--- config.mk ---
export PLATFORM = sky130hd
export DESIGN_NAME = beep_arbiter
export DESIGN_NICKNAME = d
export VERILOG_FILES = /design/src/rtl/beep_arbiter.sv
export SDC_FILE = /design/constraint.sdc
export NUM_CORES = 1
export LEC_CHECK = 0
export CAP_MARGIN = 20
export CORE_MARGIN = 2
export CORE_UTILIZATION = 55
export CTS_BUF_LIST = sky130_fd_sc_hd__clkbuf_16
export DETAILED_ROUTE_END_ITERATION = 7
export PLACE_DENSITY = 0.82
export SYNTH_ARGS = -nofsm -noshare
export SYNTH_HDL_FRONTEND = slang
export SYNTH_SLANG_ARGS = --single-unit
--- constraint.sdc ---
create_clock -name CLK_50M -period 3.1 [get_ports CLK_50M]
set_input_delay 0.93 -clock CLK_50M [delete_from_list [all_inputs] [get_ports CLK_50M]]
set_output_delay 0.93 -clock CLK_50M [all_outputs]
set_load 0.01 [all_outputs]
--- src/rtl/beep_arbiter.sv ---
// Three-source buzzer arbiter: UART/IR/PS2 events each queue one note, played as a tone then a gap.
// Define BEEP_ARB_RR_EN for round-robin arbitration; default build is fixed priority UART > IR > PS2.
module beep_arbiter #(
  parameter int CLK_FREQ = 50_000_000,
  parameter int BEEP_CYC = 5_000_000,
  parameter int GAP_CYC  = 1_000_000
) (
  input  logic        CLK_50M,
  input  logic        RST_N,
  input  logic        uart_finish,
  input  logic        ir_finish,
  input  logic        ps2_finish,
  input  logic [7:0]  in_rx_data,
  input  logic [7:0]  in_ir_data,
  input  logic [15:0] in_ps2_data,
  output logic        BEEP,
  output logic [2:0]  grant,
  output logic        busy,
  output logic [1:0]  state_dbg
);

  typedef enum logic [1:0] {
    IDLE = 2'd0,
    PLAY = 2'd1,
    GAP  = 2'd2
  } state_t;

  // Half period in clocks, round(CLK_FREQ / (2*f)), with f held in centi-hertz.
  function automatic logic [16:0] hp_of(input int idx);
    longint unsigned f;
    longint unsigned cf;
    case (idx)
      0:       f = 64'd26163;
      1:       f = 64'd29366;
      2:       f = 64'd32963;
      3:       f = 64'd34923;
      4:       f = 64'd39200;
      5:       f = 64'd44000;
      6:       f = 64'd49388;
      default: f = 64'd52325;
    endcase
    cf = 64'(CLK_FREQ) * 64'd100;
    return 17'((cf + f) / (64'd2 * f));
  endfunction

  localparam logic [16:0] HP0 = hp_of(0);
  localparam logic [16:0] HP1 = hp_of(1);
  localparam logic [16:0] HP2 = hp_of(2);
  localparam logic [16:0] HP3 = hp_of(3);
  localparam logic [16:0] HP4 = hp_of(4);
  localparam logic [16:0] HP5 = hp_of(5);
  localparam logic [16:0] HP6 = hp_of(6);
  localparam logic [16:0] HP7 = hp_of(7);

  state_t      state;
  logic [2:0]  pend;
  logic [2:0]  note_u, note_i, note_p;
  logic [2:0]  cur_note;
  logic [16:0] hp_cnt;
  logic [16:0] hp;
  logic [31:0] dur_cnt;
  logic [2:0]  fin;
  logic [2:0]  req;
  logic [2:0]  win;
  logic [2:0]  take;
  logic [2:0]  win_note;
  logic        unused_bits;
`ifdef BEEP_ARB_RR_EN
  logic [1:0]  rr_ptr;
`endif

  assign unused_bits = ^{in_rx_data[7:3], in_ir_data[7:3], in_ps2_data[7:3]};
  assign state_dbg   = state;

  // Break codes (F0 prefix) never request a beep.
  assign fin  = {ps2_finish && (in_ps2_data[15:8] != 8'hF0), ir_finish, uart_finish};
  // A pulse arriving while idle is arbitrated in the same cycle it is seen.
  assign req  = pend | fin;
  assign take = (state == IDLE) ? win : 3'b000;

  always_comb begin
    win = 3'b000;
`ifdef BEEP_ARB_RR_EN
    case (rr_ptr)
      2'd1: begin
        if (req[1])      win = 3'b010;
        else if (req[2]) win = 3'b100;
        else if (req[0]) win = 3'b001;
      end
      2'd2: begin
        if (req[2])      win = 3'b100;
        else if (req[0]) win = 3'b001;
        else if (req[1]) win = 3'b010;
      end
      default: begin
        if (req[0])      win = 3'b001;
        else if (req[1]) win = 3'b010;
        else if (req[2]) win = 3'b100;
      end
    endcase
`else
    if (req[0])      win = 3'b001;
    else if (req[1]) win = 3'b010;
    else if (req[2]) win = 3'b100;
`endif
  end

  // A pending source plays its stored note; a fresh pulse plays the incoming one.
  always_comb begin
    win_note = 3'd0;
    case (win)
      3'b001:  win_note = pend[0] ? note_u : in_rx_data[2:0];
      3'b010:  win_note = pend[1] ? note_i : in_ir_data[2:0];
      3'b100:  win_note = pend[2] ? note_p : in_ps2_data[2:0];
      default: win_note = 3'd0;
    endcase
  end

  always_comb begin
    hp = HP0;
    case (cur_note)
      3'd0:    hp = HP0;
      3'd1:    hp = HP1;
      3'd2:    hp = HP2;
      3'd3:    hp = HP3;
      3'd4:    hp = HP4;
      3'd5:    hp = HP5;
      3'd6:    hp = HP6;
      default: hp = HP7;
    endcase
  end

  always_ff @(posedge CLK_50M or negedge RST_N) begin
    if (!RST_N) begin
      state    <= IDLE;
      pend     <= 3'b000;
      note_u   <= 3'd0;
      note_i   <= 3'd0;
      note_p   <= 3'd0;
      cur_note <= 3'd0;
      hp_cnt   <= 17'd0;
      dur_cnt  <= 32'd0;
      BEEP     <= 1'b1;
      grant    <= 3'b000;
      busy     <= 1'b0;
`ifdef BEEP_ARB_RR_EN
      rr_ptr   <= 2'd0;
`endif
    end else begin
      grant <= 3'b000;
      // A pulse landing on the granted source keeps it pending with the new note.
      pend  <= (pend | fin) & ~(take & ~(pend & fin));
      if (fin[0]) note_u <= in_rx_data[2:0];
      if (fin[1]) note_i <= in_ir_data[2:0];
      if (fin[2]) note_p <= in_ps2_data[2:0];

      case (state)
        IDLE: begin
          if (|win) begin
            grant    <= win;
            cur_note <= win_note;
            state    <= PLAY;
            busy     <= 1'b1;
            hp_cnt   <= 17'd0;
            dur_cnt  <= 32'd0;
`ifdef BEEP_ARB_RR_EN
            rr_ptr   <= win[0] ? 2'd1 : (win[1] ? 2'd2 : 2'd0);
`endif
          end
        end
        PLAY: begin
          if (dur_cnt == 32'(BEEP_CYC - 1)) begin
            state   <= GAP;
            BEEP    <= 1'b1;
            dur_cnt <= 32'd0;
          end else begin
            dur_cnt <= dur_cnt + 32'd1;
            if (hp_cnt == hp - 17'd1) begin
              BEEP   <= ~BEEP;
              hp_cnt <= 17'd0;
            end else begin
              hp_cnt <= hp_cnt + 17'd1;
            end
          end
        end
        GAP: begin
          if (dur_cnt == 32'(GAP_CYC - 1)) begin
            state   <= IDLE;
            busy    <= 1'b0;
            dur_cnt <= 32'd0;
          end else begin
            dur_cnt <= dur_cnt + 32'd1;
          end
        end
        default: state <= IDLE;
      endcase
    end
  end

endmodule

# ---- Word level (Yosys, flattened, before mapping)
# Cells that the tools add are included.
dict set report word_totals {
  register_bits 71
  romBits 0
  ramBits 0
  in_bits 37
  word_cells 82
  output_inout_bits 7
  memories 0
  latchBits 0
}
dict set report op_classes {
  div 0
  add_sub_neg 3
  mux 28
  n_mul 0
  n_lt_le_gt_ge 0
  shifts 0
  bitwise_logic 7
  reduce_logical 14
  eq_ne 19
}
# op n
set ops {}
lappend ops {{17-bit one-hot mux with 7 select lines} 1}
lappend ops {{32-bit two-way mux} 3}
lappend ops {{32-bit one-hot mux with 3 select lines} 1}
lappend ops {{17-bit two-way mux} 3}
lappend ops {{17-bit one-hot mux with 2 select lines} 1}
lappend ops {{32-bit by 1-bit adder with 32-bit output, second input constant} 1}
lappend ops {{32-bit by 20-bit equality test with 1-bit output, second input constant} 1}
lappend ops {{32-bit by 23-bit equality test with 1-bit output, second input constant} 1}
lappend ops {{3-bit two-way mux} 9}
lappend ops {{17-bit by 1-bit adder with 17-bit output, second input constant} 1}
lappend ops {{17-bit equality test} 1}
lappend ops {{17-bit by 1-bit subtractor with 17-bit output, second input constant} 1}
lappend ops {{3-bit equality test, second input constant} 4}
lappend ops {{3-bit AND} 3}
lappend ops {{3-bit by 2-bit equality test with 1-bit output, second input constant} 3}
lappend ops {{3-bit one-hot mux with 3 select lines} 1}
lappend ops {{3-bit AND reduction} 3}
lappend ops {{8-bit != test, second input constant} 1}
lappend ops {{3-bit by 1-bit equality test with 1-bit output, second input constant} 2}
lappend ops {{2-bit two-way mux} 3}
lappend ops {{2-bit != test, second input constant} 3}
lappend ops {{3-bit NOT} 2}
lappend ops {{2-bit one-hot mux with 3 select lines} 1}
lappend ops {{2-bit AND reduction} 3}
lappend ops {{13 further kinds} 18}

# ---- Depth between registers and ports, before layout
dict set report depth {
  ltp_word 10
  mapped_depth 14
  ltp_nobuf 11
}

# ---- Worst setup path after synthesis
# OpenSTA, ideal clock, no wires.
dict set report synth_timing {
  kind {input to register}
  startpoint {input in_ps2_data[9]}
  endpoint {register hp_cnt[10]}
  required_time_ps 2962
  arrival_ps 2674
  setup_time_ps 138
  path_stages 8
  path_slack_ps 288
  n_path_buf 2
  path_cell_list {or4_1 > o21a_1 > buf_6 > o31a_4 > o32a_2 > nand2_2 > buf_6 > o311ai_2}
}
dict set report synth_via {
  elab_chain_len 9
}
# item line
set synth_rtl {}
lappend synth_rtl {{start, declared} 15} ;# input logic [15:0] in_ps2_data,
lappend synth_rtl {{8-bit != test} 76} ;# assign fin = {ps2_finish && (in_ps2_data[15:8] != 8'hF0), ir_finish, uart_finish};
lappend synth_rtl {{1-bit logical AND} 76}
lappend synth_rtl {{3-bit bitwise OR} 78} ;# assign req = pend | fin;
lappend synth_rtl {{3-bit two-way mux} 104} ;# else if (req[2]) win = 3'b100;
lappend synth_rtl {{3-bit two-way mux} 103} ;# else if (req[1]) win = 3'b010;
lappend synth_rtl {{3-bit two-way mux} 102} ;# if (req[0]) win = 3'b001;
lappend synth_rtl {{3-bit OR reduction} 159} ;# if (|win) begin
lappend synth_rtl {{2-bit by 1-bit != test with 1-bit output (no line)} n/a}
lappend synth_rtl {{3-bit AND reduction (no line)} n/a}
lappend synth_rtl {{end signal, assigned} 182} ;# hp_cnt <= hp_cnt + 17'd1;
lappend synth_rtl {{end, declared} 59} ;# logic [16:0] hp_cnt;
# No other way between the ends.
# A chain may end at the register's enable or synchronous reset.

# ---- Worst setup path in the final report
dict set report layout_timing {
  startpoint {register cur_note[2]}
  endpoint {register hp_cnt[8]}
}
dict set report layout_via {
  elab_chain_len 7
  word_cells_on_any_way 13
  classes_between {add/sub: 1; eq/ne: 7; mux: 4; reduce/logical: 1}
}
# item line
set layout_rtl {}
lappend layout_rtl {{start, declared} 58} ;# logic [2:0] cur_note;
lappend layout_rtl {{start signal, assigned} 161} ;# cur_note <= win_note;
lappend layout_rtl {{3-bit equality test (tied with other cells)} 121} ;# case (cur_note)
lappend layout_rtl {{17-bit one-hot mux with 7 select lines *} 121}
lappend layout_rtl {{17-bit by 1-bit subtractor with 17-bit output *} 178} ;# if (hp_cnt == hp - 17'd1) begin
lappend layout_rtl {{17-bit equality test *} 178}
lappend layout_rtl {{17-bit two-way mux *} 178}
lappend layout_rtl {{17-bit two-way mux *} 172} ;# if (dur_cnt == 32'(BEEP_CYC - 1)) begin
lappend layout_rtl {{17-bit one-hot mux with 2 select lines *} 157} ;# case (state)
# Mark *: on every way between the ends. The rest lies on a longest branch, timed or not. The select of a mux whose other input is x is not followed.

==> run summary <==
Timing
- total setup violations reported at the end of the flow: 0
- shortest period the worst path allows: 2.90 ns
- highest achievable clock rate: 345 MHz
- Max-Slew Margin vs Limit: 51.3%
- Tightest Pin Transition: 0.723 ns
- final hold violation count: 0
- max-slew violation count: 0
- Final Cycle Share: 93.5%
- Clock Skew: 0.00726 ns
- setup repair after global routing missed its margin: false
- least setup slack across all paths after layout: 0.201 ns

Global routing
- Total Routing Usage GR: 26.1%
- via count of the first global-routing pass: 3897
- antenna violations before repair: 0
- global-route track usage on met1: 34.0%
- pin count of the biggest net entering global routing: 47
- Most Crowded Layer GR: met2
- total overflow reported by the global router: 0
- first-pass GRT wire length: 18.1 mm
- met3 demand-to-capacity share in global routing: 5.78%
- routing usage on met2: 42.9%

Detailed routing
- Vias/cell: 6.17
- detailed-router iteration count before antenna repair: 4
- post-route antenna net violation count: 0
- DRT iter0 DRCs: 189
- wire length reported by the detailed router: 10.7 mm
- DR WL/cell: 16.6 um
- DR vias: 3995
- DRC Markers: 0

Outcome
- run status: finished, final reports clean

Placement
- input/output buffers: 28
- HPWL after DPL: 7.39 mm
- worst slack, placed: -0.0823 ns
- Final Wtd Congestion: 0.948
- placement-stage cell area: 4890 sq um

Critical path
- crit-path most repeated cell: ha_1
- Critical Path, Cell by Cell: nand2b_1, o21ai_1, ha_1, ha_1, xnor2_1, a211oi_2, o311ai_1, nor3b_2, a31oi_4, buf_4, a21oi_1, o22ai_1
- Worst EP arrival: 3.11 ns
- top fanout value on the critical path: 12
- kind of capture point of the worst setup path: flip-flop
- Crit Reg-Reg Startpoint: cur_note[2]
- endpoint required time on the critical path: 3.31 ns
- Worst Path Class, Setup: reg2reg
- cell family with most CP delay: compound AO/OA/AOI/OAI gates
- Startpoint Class: flip-flop
- source of the critical timing path: cur_note[2]
- CP bufs+invs: 1
- CP max-delay cell: dfrtp_2
- critical path's largest stage delay: 0.49 ns

Cells and area
- most common cell after layout, fill and taps aside: dfrtp_1
- most frequent cells in the layout: dfrtp_1 (69), nand2_1 (67), o21ai_1 (34), nor2_1 (34), o21ai_0 (33)
- antenna diode count: 0
- area of the multi-input gates: 2410 sq um
- layout overhead on the synthesized area: 17.8%
- number of nets at the end of the flow: 586
- summed area of non-filler cells in the final layout: 5240 sq um
- register cell area after layout: 1780 sq um
- share of post-route cells with drive strength above 1: 13.6%
- fill cell instance count of the final layout: 576

Floorplanning
- Rows: 32
- Core Box Area: 7770 sq um
- die extent in x: 94.0 um
- Die Outline Area: 8830 sq um
- Chip Height: 94.0 um
- Top Ports: 44
- starting density of the core: 57.3%

Pwr
- Pwr per Cell Area: 772 nW/um^2
- switching share of power: 36.9%
- part of the total power dissipated in the clock network: 28.9%
- switching power summed over all nets: 1.49 mW
- internal power component: 2.55 mW
- part of the total power dissipated in combinational logic: 42.5%
- sequential fraction of design power: 28.6%
- Pleak: 2.13 nW
- worst supply voltage drop on vdd: 418 uV

Synth
- register bit total from synthesis: 71
- Syn. warnings: 0
- number of enable flip-flop cells after synthesis: 0
- synthesized net count: 550
- area share of the largest cell type after synthesis: 39.3%
- cell taking the most area after synthesis: dfrtp_1
- sequential area share after synthesis: 39.9%
- average instance area after synthesis: 8.82 sq um
- Synth Flop Type: dfrtp_1
- share of synthesized flip-flops with an asynchronous set or reset: 100%
- gate count of the mapped netlist: 505
- area of the mapped netlist: 4450 sq um
- top area cells in the synthesized netlist: dfrtp_1 (39%), nand2_1 (5.6%), o21ai_0 (3.8%)
- Synth cell types: 70

Clock network
- TritonCTS Buffers: 9
- clock root cell: clkbuf_16
- post-CTS setup buffer count: 0
- clock-pin transition on the worst setup and hold timing paths: 0.06 ns
- Worst-Skew Late Latency: 0.33 ns
- TritonCTS clock tree: built
- Max Buffers Root-to-Sink: 2
- sink count of the clock tree: 71
- number of levels in the clock H-tree: 3
- post_cts resized: 0
- quantity of hold-fixing buffers added after cts: 0

Job
- max-cap violation count: 0

Worst hold path
- HP Start: dur_cnt[31]
- path category of the worst min-delay check: reg2reg

-- flip-flops by register name, indices dropped and copies added, names as in the netlist --
name / cells
dur_cnt: 32
pend: 3
hp_cnt: 17
busy: 1
cur_note: 3
note_i: 3
BEEP: 1
note_u: 3
state_dbg: 2
note_p: 3
grant: 3
-- power groups by stage --
stage | clock [mW] | combinational, mW | sequential [mW]
4_1_cts | 1.18 | 1.67 | 1.15
3_3_place_gp | 0 | 1.60 | 1.16
2_1_floorplan | 0 | 1.27 | 1.10
6_report | 1.17 | 1.72 | 1.16
3_5_place_dp | 0 | 1.65 | 1.16
5_1_grt | 1.22 | 1.89 | 1.17
-- synthesized netlist by cell type, drive strengths merged (3+ instances only) --
cell	n
dfrtp	70
nand2	68
o21ai	67
nor2	36
nand3	26
a21oi	25
inv	22
buf	21
nand4	11
and3	9
and4	9
clkbuf	9
o31ai	9
a31oi	8
ha	8
nand2b	8
nor4	8
nor3	7
o22ai	7
o311ai	7
mux2	6
and2	4
o221ai	4
xnor2	4
a211oi	3
a22o	3
a41oi	3
maj3	3
nor2b	3
nor3b	3
o31a	3
or4	3
-- cell type report --
| type | count | area share, % |
|---|---|---|
| clock inverter | 7 | 2.12 |
| inverter | 22 | 1.58 |
| multi-input combinational | 382 | 46.0 |
| sequential | 71 | 33.9 |
| clock buffer | 9 | 4.30 |
| timing repair buffer | 55 | 9.59 |
| tap | 102 | 2.43 |
-- per-layer routing --
metal	share of wire, %	routed length (um)	up-vias
li1	-	-	1934
met1	44	4700	1930
met2	50	5370	111
met3	4.5	485	20
met4	1.7	187	0
met5	0	0	-
-- cells by family (layout without fill, tap and decap cells) --
group / count (synthesis) / count (layout) / synth area share [%]
AOI/OAI and AO/OA: 153 / 153 / 23.0
xor gates and xnor gates: 6 / 6 / 1.18
adders and majority gates: 11 / 11 / 2.92
buffers and inverters: 52 / 93 / 6.21
DFF: 71 / 71 / 39.9
muxes: 8 / 8 / 2.25
and+or+nand+nor: 204 / 204 / 24.5
-- per-stage QoR --
| step | std cells | setup TNS, ns | utilization, % | hold slack (ns) | power, mW |
|---|---|---|---|---|---|
| after floorplan | 505 | 0 | - | 0.442 | 2.36 |
| after global placement | 632 | -0.400 | 62.9 | 0.468 | 2.75 |
| after detailed placement | 632 | -0.876 | 62.9 | 0.475 | 2.81 |
| after CTS | 648 | 0 | 67.3 | 0.486 | 4.01 |
| after global routing | 648 | 0 | 67.5 | 0.515 | 4.29 |
| final | 648 | 0 | 67.5 | 0.483 | 4.05 |
-- final timing paths --
kind                          endpoint  slack, ns  depth (start not counted)
max                          hp_cnt[8]       0.20                         12
min                        dur_cnt[31]       0.48                          1
max reg2reg                  hp_cnt[8]       0.20                         12
min reg2reg                dur_cnt[31]       0.48                          1
max in group asynchronous   hp_cnt[11]       1.83                          2
min in group asynchronous      pend[1]       0.61                          1
Power figures use the tool's default switching activity.
==> RTL change, RTL diff (same flow settings) <==
Make the reset (`RST_N`) synchronous in one clocked block.
--- a/src/rtl/beep_arbiter.sv
+++ b/src/rtl/beep_arbiter.sv
@@ -132,3 +132,3 @@
 
-  always_ff @(posedge CLK_50M or negedge RST_N) begin
+  always_ff @(posedge CLK_50M) begin
     if (!RST_N) begin
Formal check against the unedited RTL: differs if RST_N is asserted again (counterexample within 4 cycles, from zero or initial values and one cycle with RST_N low); with RST_N held inactive, the same outputs for 10 cycles.
==> RTL change against the unedited design <==
Maximum frequency hardly changed. Clock power fell by 11%. Global-route usage fell by 2.2 points. Total power fell by 27%. Highest routed layer unchanged. Sequential cell count unchanged. Sequential power shrank 11%. Count of clock-buffer cells in the layout stayed put. Final cell count increased by 1.1%. Worst setup slack got worse by 0.0016 ns. Wire length is 8.1% lower. Final area decreased by 5.4%. Die area decreased by 5.5%. Area after synthesis decreased by 5.7%.
==> RTL change: results <==
{
  "powerDensity_nw_per_um2": 598,
  "synth_seq_cells": 71,
  "r2r_cells": 11,
  "leakage_uw": 0.00180,
  "nFillCells": 563,
  "gp_congestion": 0.888,
  "reg2reg_from": "cur_note[1]$_SDFFE_PN0P_",
  "dp_hpwl_um": 6790,
  "met3WireLength_um": 404,
  "core_area_um2": 7330,
  "routedLengthMet1_um": 4470,
  "cp-startpoint": "in_ps2_data[9]",
  "first_pass_iters": 5,
  "globalRouteMet1Util_pct": 29.7,
  "grt_pass1_wl_um": 16200,
  "hold_slack_ns": 0.477,
  "grt_max_degree": 30,
  "finalNetCount": 596,
  "cp_data_arrival_time_ns": 3.12,
  "holdPathStages": 2,
  "synth_top_area_share_pct": 33.9,
  "netlist_top_cells_area": "dfxtp_1 (34%), nand3_1 (6.2%), nand2_1 (5.1%)",
  "route.met2.wl_um": 4710,
  "crit_end": "hp_cnt[5]$_SDFFE_PN0P_",
  "synth_cells": 516,
  "synthArstFlopShare_pct": 0,
  "max_stage_delay_ns": 0.52,
  "r2r_slack_ns": 0.29,
  "post_dp_cell_area_um2": 4600,
  "wl_um": 9870,
  "status": "complete, no violations",
  "drive_gt1_share_pct": 13.7,
  "max_slew_margin_pct": 55.5,
  "path_delay_family": "simple AND/OR/NAND/NOR gates",
  "placed_cells": 638,
  "met2_usage_pct": 39.7,
  "cp_slowest_cell": "or4_1",
  "hp-start": "note_u[2]$_SDFFE_PN0P_",
  "whs_endpoint": "note_u[2]$_SDFFE_PN0P_",
  "crit_fanout": 14,
  "ys_seq_area_share_pct": 33.9,
  "reg2reg_to": "hp_cnt[12]$_SDFFE_PN0P_",
  "synthesis.nets": 561,
  "vias": 3904,
  "pre_cts_slack_ns": -0.292
}
-- RTL change: power by group --
group	internal (uW)	switching [uW]	leakage, uW
clock	624	415	0.000143
combinational	396	504	0.00108
sequential	966	58.7	0.000576
total	1990	978	0.00180
-- RTL change: layout make-up --
cell class,count,area share (%)
well taps,99,2.50
multi-input cells,401,51.8
repair buffers,56,10.1
clock inverters,7,1.46
flip-flops and latches,71,28.7
inverters,12,0.908
clock buffers,9,4.54
-- RTL change: timing repair --
action	in CTS	in global routing
endpoints found under the setup margin	12	17
setup buffers	0	1
pin swaps	1	1
endpoints found under the hold margin	0	0
resized for setup	2	4
hold buffers	0	0
-- RTL change: kinds of logic after synthesis --
| group | after synthesis | share of synthesized area [%] |
|---|---|---|
| xor gates and xnor gates | 27 | 5.99 |
| muxes | 13 | 3.13 |
| adders and majority gates | 8 | 2.39 |
| DFF | 71 | 33.9 |
| and+or+nand+nor | 273 | 35.1 |
| buffers and inverters | 44 | 5.93 |
| AOI/OAI and AO/OA | 80 | 13.6 |
